`src/rtl/periph_req_arbiter.sv`:
```
// Round-robin arbiter funnelling NumReq upstream requesters onto one peripheral port.
// Optional WAIT timeout with stale-response drop is enabled by defining PERIPH_ARB_TIMEOUT_EN.
module periph_req_arbiter #(
  parameter int unsigned NumReq        = 2,
  parameter int unsigned TimeoutCycles = 255
) (
  input  logic                     clk_i,
  input  logic                     rst_i,
  input  logic [NumReq-1:0]        req_i,
  input  logic [NumReq-1:0][63:0]  addr_i,
  input  logic [NumReq-1:0]        we_i,
  input  logic [NumReq-1:0][63:0]  wdata_i,
  input  logic [NumReq-1:0][7:0]   be_i,
  output logic [NumReq-1:0]        gnt_o,
  output logic [NumReq-1:0]        rvalid_o,
  output logic [63:0]              rdata_o,
  output logic                     err_o,
  output logic                     req_o,
  output logic [63:0]              addr_o,
  output logic                     we_o,
  output logic [63:0]              wdata_o,
  output logic [7:0]               be_o,
  output logic [3:0]               tgt_o,
  input  logic                     gnt_i,
  input  logic                     rvalid_i,
  input  logic [63:0]              rdata_i,
  input  logic                     err_i
);

  localparam int unsigned IdxW = (NumReq > 1) ? $clog2(NumReq) : 1;

  // IDLE arbitrate | ISSUE downstream req | WAIT for rvalid | RESP upstream rvalid | DECERR unmapped
  typedef enum logic [2:0] {S_IDLE, S_ISSUE, S_WAIT, S_RESP, S_DECERR} state_e;

  state_e             r_state;
  logic [IdxW-1:0]    r_ptr;
  logic [IdxW-1:0]    r_win;
  logic [63:0]        r_addr;
  logic               r_we;
  logic [63:0]        r_wdata;
  logic [7:0]         r_be;
  logic [3:0]         r_tgt;
  logic               r_req;
  logic [NumReq-1:0]  r_rvalid;
  logic [63:0]        r_rdata;
  logic               r_err;

  logic [IdxW-1:0]    w_win;
  logic               w_any;
  logic               w_grant;
  logic               w_blocked;
  logic [4:0]         w_dec;
  logic [NumReq-1:0]  w_resp_oh;

`ifdef PERIPH_ARB_TIMEOUT_EN
  localparam logic [7:0] CntLoad = 8'(TimeoutCycles - 1);
  logic [7:0] r_cnt;
  logic       r_stale;
  assign w_blocked = r_stale;
`else
  assign w_blocked = 1'b0;
`endif

  function automatic logic in_rng(input logic [63:0] a, input logic [63:0] base,
                                  input logic [63:0] len);
    return (a >= base) && (a < base + len);
  endfunction

  // Returns {hit, target}; DRAM and holes are misses and never go downstream.
  function automatic logic [4:0] decode(input logic [63:0] a);
    logic [4:0] d;
    d = 5'd0;
    if      (in_rng(a, 64'h0000_0000, 64'h0000_1000)) d = {1'b1, 4'd10};
    else if (in_rng(a, 64'h0001_0000, 64'h0001_0000)) d = {1'b1, 4'd9};
    else if (in_rng(a, 64'h0200_0000, 64'h000C_0000)) d = {1'b1, 4'd8};
    else if (in_rng(a, 64'h0C00_0000, 64'h03FF_FFFF)) d = {1'b1, 4'd7};
    else if (in_rng(a, 64'h1000_0000, 64'h0000_1000)) d = {1'b1, 4'd6};
    else if (in_rng(a, 64'h1800_0000, 64'h0000_1000)) d = {1'b1, 4'd5};
    else if (in_rng(a, 64'h2000_0000, 64'h0080_0000)) d = {1'b1, 4'd4};
    else if (in_rng(a, 64'h3000_0000, 64'h0001_0000)) d = {1'b1, 4'd3};
    else if (in_rng(a, 64'h4000_0000, 64'h0000_1000)) d = {1'b1, 4'd2};
    else if (in_rng(a, 64'h5000_0000, 64'h03FF_FFFF)) d = {1'b1, 4'd0};
    return d;
  endfunction

  always_comb begin
    int unsigned idx;
    idx   = 0;
    w_win = r_ptr;
    w_any = 1'b0;
    for (int unsigned k = 0; k < NumReq; k++) begin
      idx = int'(r_ptr) + k;
      if (idx >= NumReq) idx = idx - NumReq;
      if (!w_any && req_i[IdxW'(idx)]) begin
        w_any = 1'b1;
        w_win = IdxW'(idx);
      end
    end
  end

  assign w_grant   = (r_state == S_IDLE) && w_any && !w_blocked && !rst_i;
  assign gnt_o     = w_grant ? (NumReq'(1) << w_win) : '0;
  assign w_dec     = decode(addr_i[w_win]);
  assign w_resp_oh = NumReq'(1) << r_win;

  always_ff @(posedge clk_i) begin
    if (rst_i) begin
      r_state  <= S_IDLE;
      r_ptr    <= '0;
      r_win    <= '0;
      r_addr   <= '0;
      r_we     <= 1'b0;
      r_wdata  <= '0;
      r_be     <= '0;
      r_tgt    <= '0;
      r_req    <= 1'b0;
      r_rvalid <= '0;
      r_rdata  <= '0;
      r_err    <= 1'b0;
`ifdef PERIPH_ARB_TIMEOUT_EN
      r_cnt    <= '0;
      r_stale  <= 1'b0;
`endif
    end else begin
`ifdef PERIPH_ARB_TIMEOUT_EN
      // The late response of a timed-out transaction is swallowed here.
      if (r_stale && rvalid_i) r_stale <= 1'b0;
`endif
      case (r_state)
        S_IDLE: begin
          if (w_grant) begin
            r_win   <= w_win;
            r_addr  <= addr_i[w_win];
            r_we    <= we_i[w_win];
            r_wdata <= wdata_i[w_win];
            r_be    <= be_i[w_win];
            r_tgt   <= w_dec[3:0];
            r_ptr   <= (w_win == IdxW'(NumReq - 1)) ? '0 : w_win + 1'b1;
            if (w_dec[4]) begin
              r_req   <= 1'b1;
              r_state <= S_ISSUE;
            end else begin
              r_state <= S_DECERR;
            end
          end
        end
        S_ISSUE: begin
          if (gnt_i) begin
            r_req <= 1'b0;
            if (rvalid_i) begin
              r_rvalid <= w_resp_oh;
              r_rdata  <= rdata_i;
              r_err    <= err_i;
              r_state  <= S_RESP;
            end else begin
              r_state <= S_WAIT;
`ifdef PERIPH_ARB_TIMEOUT_EN
              r_cnt   <= CntLoad;
`endif
            end
          end
        end
        S_WAIT: begin
          if (rvalid_i) begin
            r_rvalid <= w_resp_oh;
            r_rdata  <= rdata_i;
            r_err    <= err_i;
            r_state  <= S_RESP;
          end
`ifdef PERIPH_ARB_TIMEOUT_EN
          else if (r_cnt == 8'd0) begin
            r_rvalid <= w_resp_oh;
            r_rdata  <= '0;
            r_err    <= 1'b1;
            r_stale  <= 1'b1;
            r_state  <= S_RESP;
          end else begin
            r_cnt <= r_cnt - 8'd1;
          end
`endif
        end
        S_DECERR: begin
          r_rvalid <= w_resp_oh;
          r_rdata  <= '0;
          r_err    <= 1'b1;
          r_state  <= S_RESP;
        end
        S_RESP: begin
          r_rvalid <= '0;
          r_rdata  <= '0;
          r_err    <= 1'b0;
          r_state  <= S_IDLE;
        end
        default: r_state <= S_IDLE;
      endcase
    end
  end

  assign rvalid_o = r_rvalid;
  assign rdata_o  = r_rdata;
  assign err_o    = r_err;
  assign req_o    = r_req;
  assign addr_o   = r_addr;
  assign we_o     = r_we;
  assign wdata_o  = r_wdata;
  assign be_o     = r_be;
  assign tgt_o    = r_tgt;

endmodule
```
`config.mk`:
```
export PLATFORM = sky130hd
export DESIGN_NAME = periph_req_arbiter
export DESIGN_NICKNAME = d
export VERILOG_FILES = /design/src/rtl/periph_req_arbiter.sv
export SDC_FILE = /design/constraint.sdc
export NUM_CORES = 1
export LEC_CHECK = 0
export BUFFER_PORTS_ARGS = -buffer_cell sky130_fd_sc_hd__buf_2
export CORE_AREA = 5 5 214 216
export CTS_BUF_LIST = sky130_fd_sc_hd__clkbuf_8
export CTS_CLUSTER_DIAMETER = 40
export DETAILED_ROUTE_END_ITERATION = 10
export DIE_AREA = 0 0 219 221
export PLACE_DENSITY_LB_ADDON = 0.05
export SLEW_MARGIN = 25
export SYNTH_ARGS = -nofsm -noshare
export SYNTH_HDL_FRONTEND = slang
export SYNTH_SLANG_ARGS = --single-unit
```
`constraint.sdc`:
```
create_clock -name clk_i -period 2.4 [get_ports clk_i]
set_input_delay 0.24 -clock clk_i [delete_from_list [all_inputs] [get_ports clk_i]]
set_output_delay 0.24 -clock clk_i [all_outputs]
set_load 0.005 [all_outputs]
```
==> reports/qor.yml <==
yosys:
  synth.largest_area_cell: "dfxtp_1"
  synth.distinct_cells: 45
  ys_seq_area_share_pct: 47.6
  synth_top_family_by_area: "simple AND/OR/NAND/NOR gates"
  synth_nets: 1427
  synth-async-reset-ratio_pct: 0
  synth_edf_count: 0
  yosys_warnings: 0
  postSynthCellCount: 1082
  synth-simple-area-share_pct: 22.7
  synth-adder-area-share_pct: 0
  synth-main-ff-cell: "dfxtp_1"
  synth_area_um2: 8990
  synth_seq_cells: 214
  avgSynthCellArea_um2: 8.31
  ys_top_cells_by_area: "dfxtp_1 (48%), a311oi_1 (10%), nand2_1 (10%)"
  synthMuxAreaShare_pct: 3.97
  synth_xor_area_share_pct: 0
  synth-compound-area-share_pct: 21.5
  synth_top_area_share_pct: 47.6
clocking:
  cts_max_level: 2
  cts_buffers: 50
  clockBufferDepth: 3
  clkTransAtPathRegs_ns: 0.05
  tritoncts: "yes"
  worstSkewPairLatency_ns: 0.61
  cts-root-buf: "clkbuf_8"
  clock_sinks: 214
final_layout:
  nNetsFinal: 2330
  final_cell_mix: "buf_2 (554), dlygate4sd3_1 (290), nand2_1 (243)"
  multi_input_area_um2: 4550
  drive_gt1_share_pct: 38.4
  final_cells: 2616
  final_util_pct: 39.7
  regArea_um2: 4290
  layout_commonest_cell: "buf_2"
  syn_to_final_growth_pct: 92.9
  nFillCells: 4628
global_route:
  antenna_found_initial: 5
  grt_pass1_wl_um: 71000
  grt-ovfl-total: 0
  grt_pass1_vias: 12000
  grt_max_degree: 91
  grt_use_total_pct: 18.6
setup_path:
  r2r-start: "r_ptr"
  cp-end-kind: "register"
  path_class: "reg2reg"
  cp-start-kind: "register"
  crit_fanout: 5
  arrival_ns: 3.04
  required_ns: 2.86
  setup.worst_path.start: "r_ptr"
routing:
  drt-wirelength-per-cell_um: 18.3
  wl_um: 47900
  vias_per_cell: 4.42
  vias: 11600
  firstDrtPassIters: 5
  postRouteAntennaNets: 0
  drt_iter0_drc: 458
  drc: 0
placement:
  routabilityCongestion: 0.795
  portBuffers: 555
  placed_cells: 2226
  dp_hpwl_um: 35100
  place_ws_ns: -0.521
sta:
  setup_ws_ns: -0.181
  rsz0062_at_grt: "true"
  finalCritPeriodShare_pct: 108
  clock_skew_ns: 0.0157
  worst_slew_pin_slew_ns: 0.903
  max_freq_mhz: 387
  setup_tns_ns: -0.464
  setup_violations: 5
  post-route-min-period_ns: 2.58
  report.final.slew_viol_count: 0
  hold_violations: 0
  slew_headroom_pct: 39.8
pwr:
  power.total_mw: 17.2
  p_leak_nw: 8.20
  peakVddDrop_v: 0.000498
  p_per_area_nw_per_um2: 991
floorplanning:
  num_io_pins: 556
  die-area_um2: 48400
  core_um2: 43700
  placementRows: 77
  die_height_um: 221
  fp.dieW_um: 219
  start_util_pct: 20.6
status:
  outcome: "finished with violations"
  violations: "setup timing"
worst_hold_path:
  hold_start: "addr_i[17]"
  hp-class: "in2reg"
flow_run:
  drv_cap: 0
-- final timing paths --
kind | endpoint | slack, ns | depth (start not counted)
hold reg to reg | err_o | 0.45 | 2
setup reg to reg | r_state[2] | -0.18 | 9
setup / recovery | r_state[2] | -0.18 | 9
hold / removal | addr_o[17] | 0.06 | 4
-- area by class of cell --
type / count / area share [%]
well taps: 592 / 4.27
inverters: 2 / 0.0433
diodes: 2 / 0.0289
clock inverters: 20 / 1.04
clock buffers: 69 / 5.48
multi-input cells: 773 / 26.3
flip-flops and latches: 214 / 24.7
repair buffers: 944 / 38.2
-- worst max-delay path: stages (launching register included) --
cell	delay, ns
dfxtp_2	0.33
a21oi_4	0.29
buf_12	0.18
mux2_4	0.33
nor4_4	0.33
o211ai_1	0.13
a21o_1	0.21
a311o_1	0.27
a21o_1	0.20
nor3b_2	0.16
-- where the power goes --
part	internal, mW	total, mW	switching, mW
clock network	2.87	4.70	1.83
logic	3.35	7.18	3.83
registers	4.73	5.31	0.578
total	10.9	17.2	6.24
-- Yosys cell counts, drive strengths merged (3+ instances only) --
cell type  instances
nand3              7
mux2i             27
a21oi             48
a22o              64
nor3              18
dfxtp            214
o21ai             11
and4               3
nor4              13
mux2               7
nand2            243
nand4             16
clkbuf            78
a21o               3
nor2             176
a311oi           107
buf               15
-- stage by stage --
step	cell area (um2)	hold WS, ns
3_3_place_gp	13000	0.438
5_1_grt	17300	0.0524
3_5_place_dp	13000	0.439
6_report	17300	0.0636
4_1_cts	17100	0.00728
2_1_floorplan	9010	0.373
-- state kept, by name, indices dropped and copies added, names as in the netlist --
signal	flops
req_o	1
r_state	3
tgt_o	4
err_o	1
we_o	1
r_ptr	1
rvalid_o	2
r_win	1
be_o	8
rdata_o	64
addr_o	64
wdata_o	64
-- routing by layer --
| metal | routed length, um | vias up | global-route usage (%) |
|---|---|---|---|
| li1 | - | 5711 | - |
| met3 | 4010 | 82 | 6.40 |
| met2 | 23600 | 368 | 32.8 |
| met5 | 34 | - | 0 |
| met1 | 19000 | 5389 | 21.3 |
| met4 | 1200 | 6 | 5.27 |
-- cell families after synthesis --
logic type | after synthesis
simple gates | 492
compound gates | 247
flops | 214
buf+inv | 95
mux | 34
-- timing repair --
action                                  in CTS  in global routing
gates cloned                                 1                  2
buffers inserted                             2                  6
endpoints found under the setup margin       6                 60
hold endpoints to repair                   201                  0
hold buffers                               290                  0
gates resized for setup                      8                 35
pin swaps                                    3                  5
(Power assumes the default switching activity.)
